`config.mk`:
```
export PLATFORM = sky130hd
export DESIGN_NAME = prog_clk_divider_flat
export DESIGN_NICKNAME = d
export VERILOG_FILES = /design/src/rtl/clk_div_pkg.sv /design/src/rtl/prog_clk_divider_if.sv /design/src/rtl/clk_div_channel.sv /design/src/rtl/prog_clk_divider.sv /design/src/flat_wrapper.sv
export SDC_FILE = /design/constraint.sdc
export NUM_CORES = 1
export LEC_CHECK = 0
export CAP_MARGIN = 10
export CORE_ASPECT_RATIO = 0.6
export CORE_MARGIN = 2
export CORE_UTILIZATION = 60
export DETAILED_ROUTE_END_ITERATION = 10
export GPL_TIMING_DRIVEN = 0
export PLACE_DENSITY = 0.79
export SETUP_SLACK_MARGIN = 0.3
export SLEW_MARGIN = 0
export SYNTH_ARGS = -nofsm -noshare
export SYNTH_HDL_FRONTEND = slang
export SYNTH_HIERARCHICAL = 1
export SYNTH_SLANG_ARGS = --single-unit
```
`constraint.sdc`:
```
create_clock -name clock -period 3.7 [get_ports clock]
set_clock_uncertainty 0.2 [all_clocks]
set_input_delay 0.74 -clock clock [delete_from_list [all_inputs] [get_ports clock]]
set_output_delay 0.74 -clock clock [all_outputs]
set_load 0.02 [all_outputs]
```
`src/rtl/clk_div_pkg.sv`:
```
// Shared constants, pending-load record and width helper for the programmable clock divider.
// Latency: none (types and constants only).
// Backpressure: none (types and constants only).
package clk_div_pkg;

    localparam int DEF_NCH   = 4;
    localparam int DEF_CNT_W = 16;
    localparam int DEF_HALF  = 3;

    // The pending slot is sized for the largest legal configuration (16 channels,
    // 32-bit counters). The channel field has one spare bit so that any
    // out-of-range target, including 16, can still be recognised.
    localparam int PEND_CH_W   = 5;
    localparam int PEND_HALF_W = 32;

    typedef struct packed {
        logic                   valid;
        logic [PEND_CH_W-1:0]   ch;
        logic [PEND_HALF_W-1:0] half;
    } pend_t;

    // Channel-select width: $clog2(n), but never narrower than one bit.
    function automatic int ch_w(input int n);
        return (n > 1) ? $clog2(n) : 1;
    endfunction

endpackage

```
`src/rtl/prog_clk_divider_if.sv`:
```
// Load-request bundle: one new half-period value targeted at one channel.
// Latency: none (wires only).
// Backpressure: valid/ready; a request is taken on an edge where both are high.
interface prog_clk_divider_if
    import clk_div_pkg::*;
#(
    parameter int NCH   = DEF_NCH,
    parameter int CNT_W = DEF_CNT_W
);
    localparam int CH_W = ch_w(NCH);

    logic             load_valid;
    logic [CH_W-1:0]  load_ch;
    logic [CNT_W-1:0] load_half;
    logic             load_ready;

    modport master (
        output load_valid,
        output load_ch,
        output load_half,
        input  load_ready
    );

    modport slave (
        input  load_valid,
        input  load_ch,
        input  load_half,
        output load_ready
    );

endinterface

```
`src/rtl/clk_div_channel.sv`:
```
// One divider channel: half-period counter, toggling slow clock and a tick strobe.
// Latency: slowclk/tick are registered; a toggle lands on the (half+1)th enabled edge.
// Backpressure: none; a new half value is taken whenever the parent pulses apply.
module clk_div_channel
    import clk_div_pkg::*;
#(
    parameter int CNT_W    = DEF_CNT_W,
    parameter int RST_HALF = 3
) (
    input  logic             clock,
    input  logic             reset_n,
    input  logic             en,
    input  logic             align,
    input  logic             apply,
    input  logic [CNT_W-1:0] apply_half,
    output logic             slowclk,
    output logic             tick,
    output logic             term
);

    logic [CNT_W-1:0] cnt_q,  cnt_d;
    logic [CNT_W-1:0] half_q, half_d;
    logic             slow_q, slow_d;
    logic             tick_q, tick_d;

    // Terminal count of an enabled channel; the parent uses it to time a pending load.
    assign term = en && (cnt_q == half_q);

    // Next-state: disable clears, alignment restarts the period, otherwise count and toggle.
    always_comb begin
        cnt_d  = cnt_q;
        half_d = apply ? apply_half : half_q;
        slow_d = slow_q;
        tick_d = 1'b0;
        if (!en) begin
            cnt_d  = '0;
            slow_d = 1'b0;
        end else if (align) begin
            cnt_d  = '0;
            slow_d = 1'b0;
        end else if (cnt_q == half_q) begin
            // Terminal test comes before the increment, so half = all-ones never overflows.
            cnt_d  = '0;
            slow_d = ~slow_q;
            tick_d = 1'b1;
        end else begin
            cnt_d  = cnt_q + 1'b1;
        end
    end

    // Channel state registers.
    always_ff @(posedge clock or negedge reset_n) begin
        if (!reset_n) begin
            cnt_q  <= '0;
            half_q <= CNT_W'(RST_HALF);
            slow_q <= 1'b0;
            tick_q <= 1'b0;
        end else begin
            cnt_q  <= cnt_d;
            half_q <= half_d;
            slow_q <= slow_d;
            tick_q <= tick_d;
        end
    end

    assign slowclk = slow_q;
    assign tick    = tick_q;

endmodule

```
`src/rtl/prog_clk_divider.sv`:
```
// NCH-channel programmable clock divider with one shared pending-load slot (optional sync phase alignment: CLK_DIV_PHASE_ALIGN_EN).
// Latency: outputs registered; a load takes effect on the target's next terminal edge (next edge if disabled).
// Backpressure: load_ready low while a load is pending; requests are ignored, not queued.
module prog_clk_divider #(
    parameter int NCH      = clk_div_pkg::DEF_NCH,
    parameter int CNT_W    = clk_div_pkg::DEF_CNT_W,
    parameter int DEF_HALF = clk_div_pkg::DEF_HALF
) (
    input  logic                     clock,
    input  logic                     reset_n,
    input  logic [NCH-1:0]           ch_en,
    input  logic                     sync,
    prog_clk_divider_if.slave        load_if,
    output logic [NCH-1:0]           slowclk,
    output logic [NCH-1:0]           tick
);

    import clk_div_pkg::*;

    pend_t            pend_q, pend_d;
    logic [NCH-1:0]   apply;
    logic [NCH-1:0]   term;
    logic             discard;
    logic             sync_eff;
    logic             pend_unused;

`ifdef CLK_DIV_PHASE_ALIGN_EN
    assign sync_eff = sync;
`else
    // Phase alignment is compiled out; the port stays for a uniform pin list.
    logic sync_unused;
    assign sync_unused = sync;
    assign sync_eff    = 1'b0;
`endif

    // Upper bits of the stored half are always zero for narrow counters.
    assign pend_unused = ^pend_q.half;

    // A slot aimed past the last channel is dropped one edge after it was taken.
    assign discard = pend_q.valid && (pend_q.ch >= PEND_CH_W'(NCH));

    // Deliver the pending value only at a period boundary so no half-period is cut short;
    // a stopped channel has no boundary to wait for, and an alignment edge is itself a boundary.
    always_comb begin
        apply = '0;
        for (int i = 0; i < NCH; i++) begin
            apply[i] = pend_q.valid && (pend_q.ch == PEND_CH_W'(i))
                       && (!ch_en[i] || term[i] || sync_eff);
        end
    end

    // Single-entry load slot: free it on delivery or discard, fill it only when it was empty.
    always_comb begin
        pend_d = pend_q;
        if (discard || (|apply)) begin
            pend_d.valid = 1'b0;
        end
        if (!pend_q.valid && load_if.load_valid) begin
            pend_d.valid = 1'b1;
            pend_d.ch    = PEND_CH_W'(load_if.load_ch);
            pend_d.half  = PEND_HALF_W'(load_if.load_half);
        end
    end

    // Pending-slot register; reset discards anything in flight.
    always_ff @(posedge clock or negedge reset_n) begin
        if (!reset_n) begin
            pend_q <= '0;
        end else begin
            pend_q <= pend_d;
        end
    end

    // Ready is a direct flop output: high exactly when the slot is empty.
    assign load_if.load_ready = ~pend_q.valid;

    for (genvar g = 0; g < NCH; g++) begin : g_ch
        clk_div_channel #(
            .CNT_W    (CNT_W),
            .RST_HALF (DEF_HALF)
        ) u_ch (
            .clock      (clock),
            .reset_n    (reset_n),
            .en         (ch_en[g]),
            .align      (sync_eff),
            .apply      (apply[g]),
            .apply_half (pend_q.half[CNT_W-1:0]),
            .slowclk    (slowclk[g]),
            .tick       (tick[g]),
            .term       (term[g])
        );
    end

endmodule
```
`src/flat_wrapper.sv`:
```
// flat-port wrapper written by rule: the top's interface ports become plain ports
module prog_clk_divider_flat import clk_div_pkg::*;
#(
    parameter int NCH      = clk_div_pkg::DEF_NCH,
    parameter int CNT_W    = clk_div_pkg::DEF_CNT_W,
    parameter int DEF_HALF = clk_div_pkg::DEF_HALF
)
  (clock, reset_n, ch_en, sync, slowclk, tick, load_if_load_valid, load_if_load_ch, load_if_load_half, load_if_load_ready);
  prog_clk_divider_if #(.NCH(NCH), .CNT_W(CNT_W)) load_if_i ();
  input  logic clock;
  input  logic reset_n;
  input  logic [NCH-1:0] ch_en;
  input  logic sync;
  output logic [NCH-1:0] slowclk;
  output logic [NCH-1:0] tick;
  input wire logic [$bits(load_if_i.load_valid)-1:0] load_if_load_valid;
  input wire logic [$bits(load_if_i.load_ch)-1:0] load_if_load_ch;
  input wire logic [$bits(load_if_i.load_half)-1:0] load_if_load_half;
  output wire logic [$bits(load_if_i.load_ready)-1:0] load_if_load_ready;
  assign load_if_i.load_valid = load_if_load_valid;
  assign load_if_i.load_ch = load_if_load_ch;
  assign load_if_i.load_half = load_if_load_half;
  assign load_if_load_ready = load_if_i.load_ready;
  prog_clk_divider #(.NCH(NCH), .CNT_W(CNT_W), .DEF_HALF(DEF_HALF)) u_core (.clock(clock), .reset_n(reset_n), .ch_en(ch_en), .sync(sync), .load_if(load_if_i), .slowclk(slowclk), .tick(tick));
endmodule
```
==> impl_metrics.ini <==
[yosys]
syn_inst = 615
avgSynthCellArea_um2 = 12.3
netlist_area_um2 = 7570
yosysSeqAreaShare_pct = 51.3
ys_warn_count = 6
ys_ff_latch = 155
ys_top_cells_by_area = dfrtp_1, mux2_2, xnor2_1
netlist.area_leader.share_pct = 48.6
yosys.area.top_type = dfrtp_1
synthDistinctLibCells = 38

[power]
power.leakage_nw = 3.41
max-vdd-ir-drop_uv = 411
total_power_mw = 5.65
powerDensity_nw_per_um2 = 647

[critical_path]
cp.arrival_ns = 3.26
path_class = reg -> reg
worst_path_largest_cell_delay_ns = 0.44
worst_path_max_delay_cell = dfrtp_1
crit_path_end_kind = flop
required_ns = 3.80
path_cells = xnor2_1 > nand4_1 > nor4_4 > and2_1 > inv_1 > a2111oi_4 > clkbuf_2 > clkbuf_2 > mux2_2
cp_max_fo = 10
cp_common_cell = clkbuf_2
cp-start-kind = flop

[global_route]
grt_pass1_vias = 4991
grt_pass1_wl_um = 26800
grt_max_degree = 85
grt_antenna_before_repair = 0
grt_overflow = 0
grt_util_all_layers_pct = 26.0

[clock_network]
clock_path_buffers = 2
cts.hold.buffers_added = 0
numClockSinks = 155
htreeDepth = 4
clkTransAtPathRegs_ns = 0.06
clk_latency_ns = 0.43
clock-root-buffer = clkbuf_16
numCtsBuffers = 17
cts_tree = yes

[finish]
final_cell_mix = dfrtp_1, xnor2_1, mux2_2
layout-drive-gt1-share_pct = 24.7
diodes = 0
final_common_cell = dfrtp_1
area_growth_pct = 15.2
final_util_pct = 71.6
nNetsFinal = 705
final_cells = 853

[timing]
finalMaxSlewViolations = 0
fmax_mhz = 317
rsz0062_at_grt = no
fin_crit_sh_pct = 85.4
hold_viol_final = 0
setup_viol = 0
period_needed_ns = 3.16
relSlewSlack_pct = 55.0
tightest_slew_ns = 0.675
finalSetupTns_ns = 0
worst_slack_ns = 0.541

[routing]
drtIter0Drc = 314
routedWlPerCell_um = 19.2
avgViaCountPerCell = 5.84
drc = 0
via_count = 4984
first_pass_iters = 5
final_antenna_net_count = 0
totalWireLength_um = 16400

[floorplan]
fp.dieW_um = 149
row_count = 31
core_area_um2 = 12200
io_pins = 35
dieArea_um2 = 13600
initial_utilization_pct = 62.2
die_height_um = 91.0

[worst_hold_path]
hold_path_class = in -> async

[placement]
dp.cells = 817
portBuffers = 33
dp_hpwl_um = 11300
gp_congestion = 0.850
pre_cts_ws_ns = -0.0826

[run]
drv_cap = 0

[outcome]
outcome = finished, final reports clean
==> routing by layer <==
| layer | global-route usage (%) | wire length [um] |
|---|---|---|
| met1 | 38.7 | 7940 |
| met2 | 38.6 | 7510 |
| met3 | 6.03 | 846 |
| met4 | 6.75 | 126 |
| met5 | 0 | 0 |
==> path summary, 6_finish.rpt <==
| check | startpoint | end | slack (ns) | cells past startpoint |
|---|---|---|---|---|
| worst max-delay path | u_core/g_ch[0].u_ch/cnt_q[4]$_DFF_PN0_ | u_core/g_ch[0].u_ch/half_q[6]$_DFFE_PN0P_ | 0.54 | 9 |
| worst min-delay path | reset_n | u_core/g_ch[0].u_ch/cnt_q[8]$_DFF_PN0_ | 0.12 | 1 |
| worst max register to register | u_core/g_ch[0].u_ch/cnt_q[4]$_DFF_PN0_ | u_core/g_ch[0].u_ch/half_q[6]$_DFFE_PN0P_ | 0.54 | 9 |
| worst min register to register | u_core/g_ch[1].u_ch/half_q[12]$_DFFE_PN0P_ | u_core/g_ch[1].u_ch/half_q[12]$_DFFE_PN0P_ | 0.33 | 1 |
| max in group asynchronous | reset_n | u_core/g_ch[1].u_ch/half_q[1]$_DFFE_PN1P_ | 2.34 | 2 |
| min in group clock | u_core/g_ch[1].u_ch/half_q[12]$_DFFE_PN0P_ | u_core/g_ch[1].u_ch/half_q[12]$_DFFE_PN0P_ | 0.33 | 1 |
==> sequential cells by signal, indices dropped and copies added (netlist names) <==
register                  flops
u_core/g_ch.u_ch/cnt_q       64
u_core/g_ch.u_ch/half_q      64
u_core/g_ch.u_ch/slowclk      4
u_core/g_ch.u_ch/tick         4
u_core/pend_q                19
==> where the power goes <==
group	internal, mW	leakage (nW)	switching [mW]	total [mW]
registers	2.20	1.98	0.521	2.72
clock network	0.876	0.248	0.708	1.58
logic	0.818	1.18	0.525	1.34
==> cell usage after synthesis, drive strengths merged <==
library cell	count
nor2	12
nand4	32
o21ai	1
a2111oi	1
mux2	86
clkbuf	12
and4	12
nor2b	8
nand2b	4
nand2	18
ha	4
nor3b	4
and3	4
nand3	24
xor2	28
nor4b	1
o41ai	5
buf	18
nor3	66
a211oi	4
nor4	12
conb	1
inv	7
or3b	4
dfrtp	147
xnor2	88
and2	4
dfstp	8
==> layout make-up <==
cell class                 count  area, um^2
timing repair buffer          38         389
buffer                        30         194
tap                          165         206
sequential                   155        3890
inverter                       7        26.3
fill                         830        3450
clock buffer                  19         443
clock inverter                13        95.1
multi-input combinational    426        3480
==> through the flow <==
stage          hold slack [ns]  cell area, um^2
3_5_place_dp             0.319             8150
3_3_place_gp             0.317             8120
6_report                 0.116             8730
2_1_floorplan            0.244             7580
5_1_grt                  0.165             8730
4_1_cts                  0.147             8710
==> logic make-up after synthesis <==
family | count (synthesis) | synth area share, %
adders and majority gates | 4 | 0.661
DFF | 155 | 51.3
and+or+nand+nor | 205 | 16.5
xor gates and xnor gates | 116 | 13.8
AOI/OAI and AO/OA | 11 | 1.40
buffers and inverters | 37 | 2.81
muxes | 86 | 13.4
other | 1 | 0.0495
==> worst max-delay path: cells and delay by family (launching register included) <==
family	cells	cell delay, ns
simple gates	3	0.64
compound gates	1	0.40
flops	1	0.44
buf+inv	3	0.65
mux	1	0.38
xor+xnor	1	0.33
==> timing repair <==
item	CTS	global route
gates cloned	0	0
setup endpoints to repair	38	30
gates resized for setup	3	6
pin swaps	3	1
buffers inserted	3	1
Note: power is estimated with default switching activity, not from simulation.
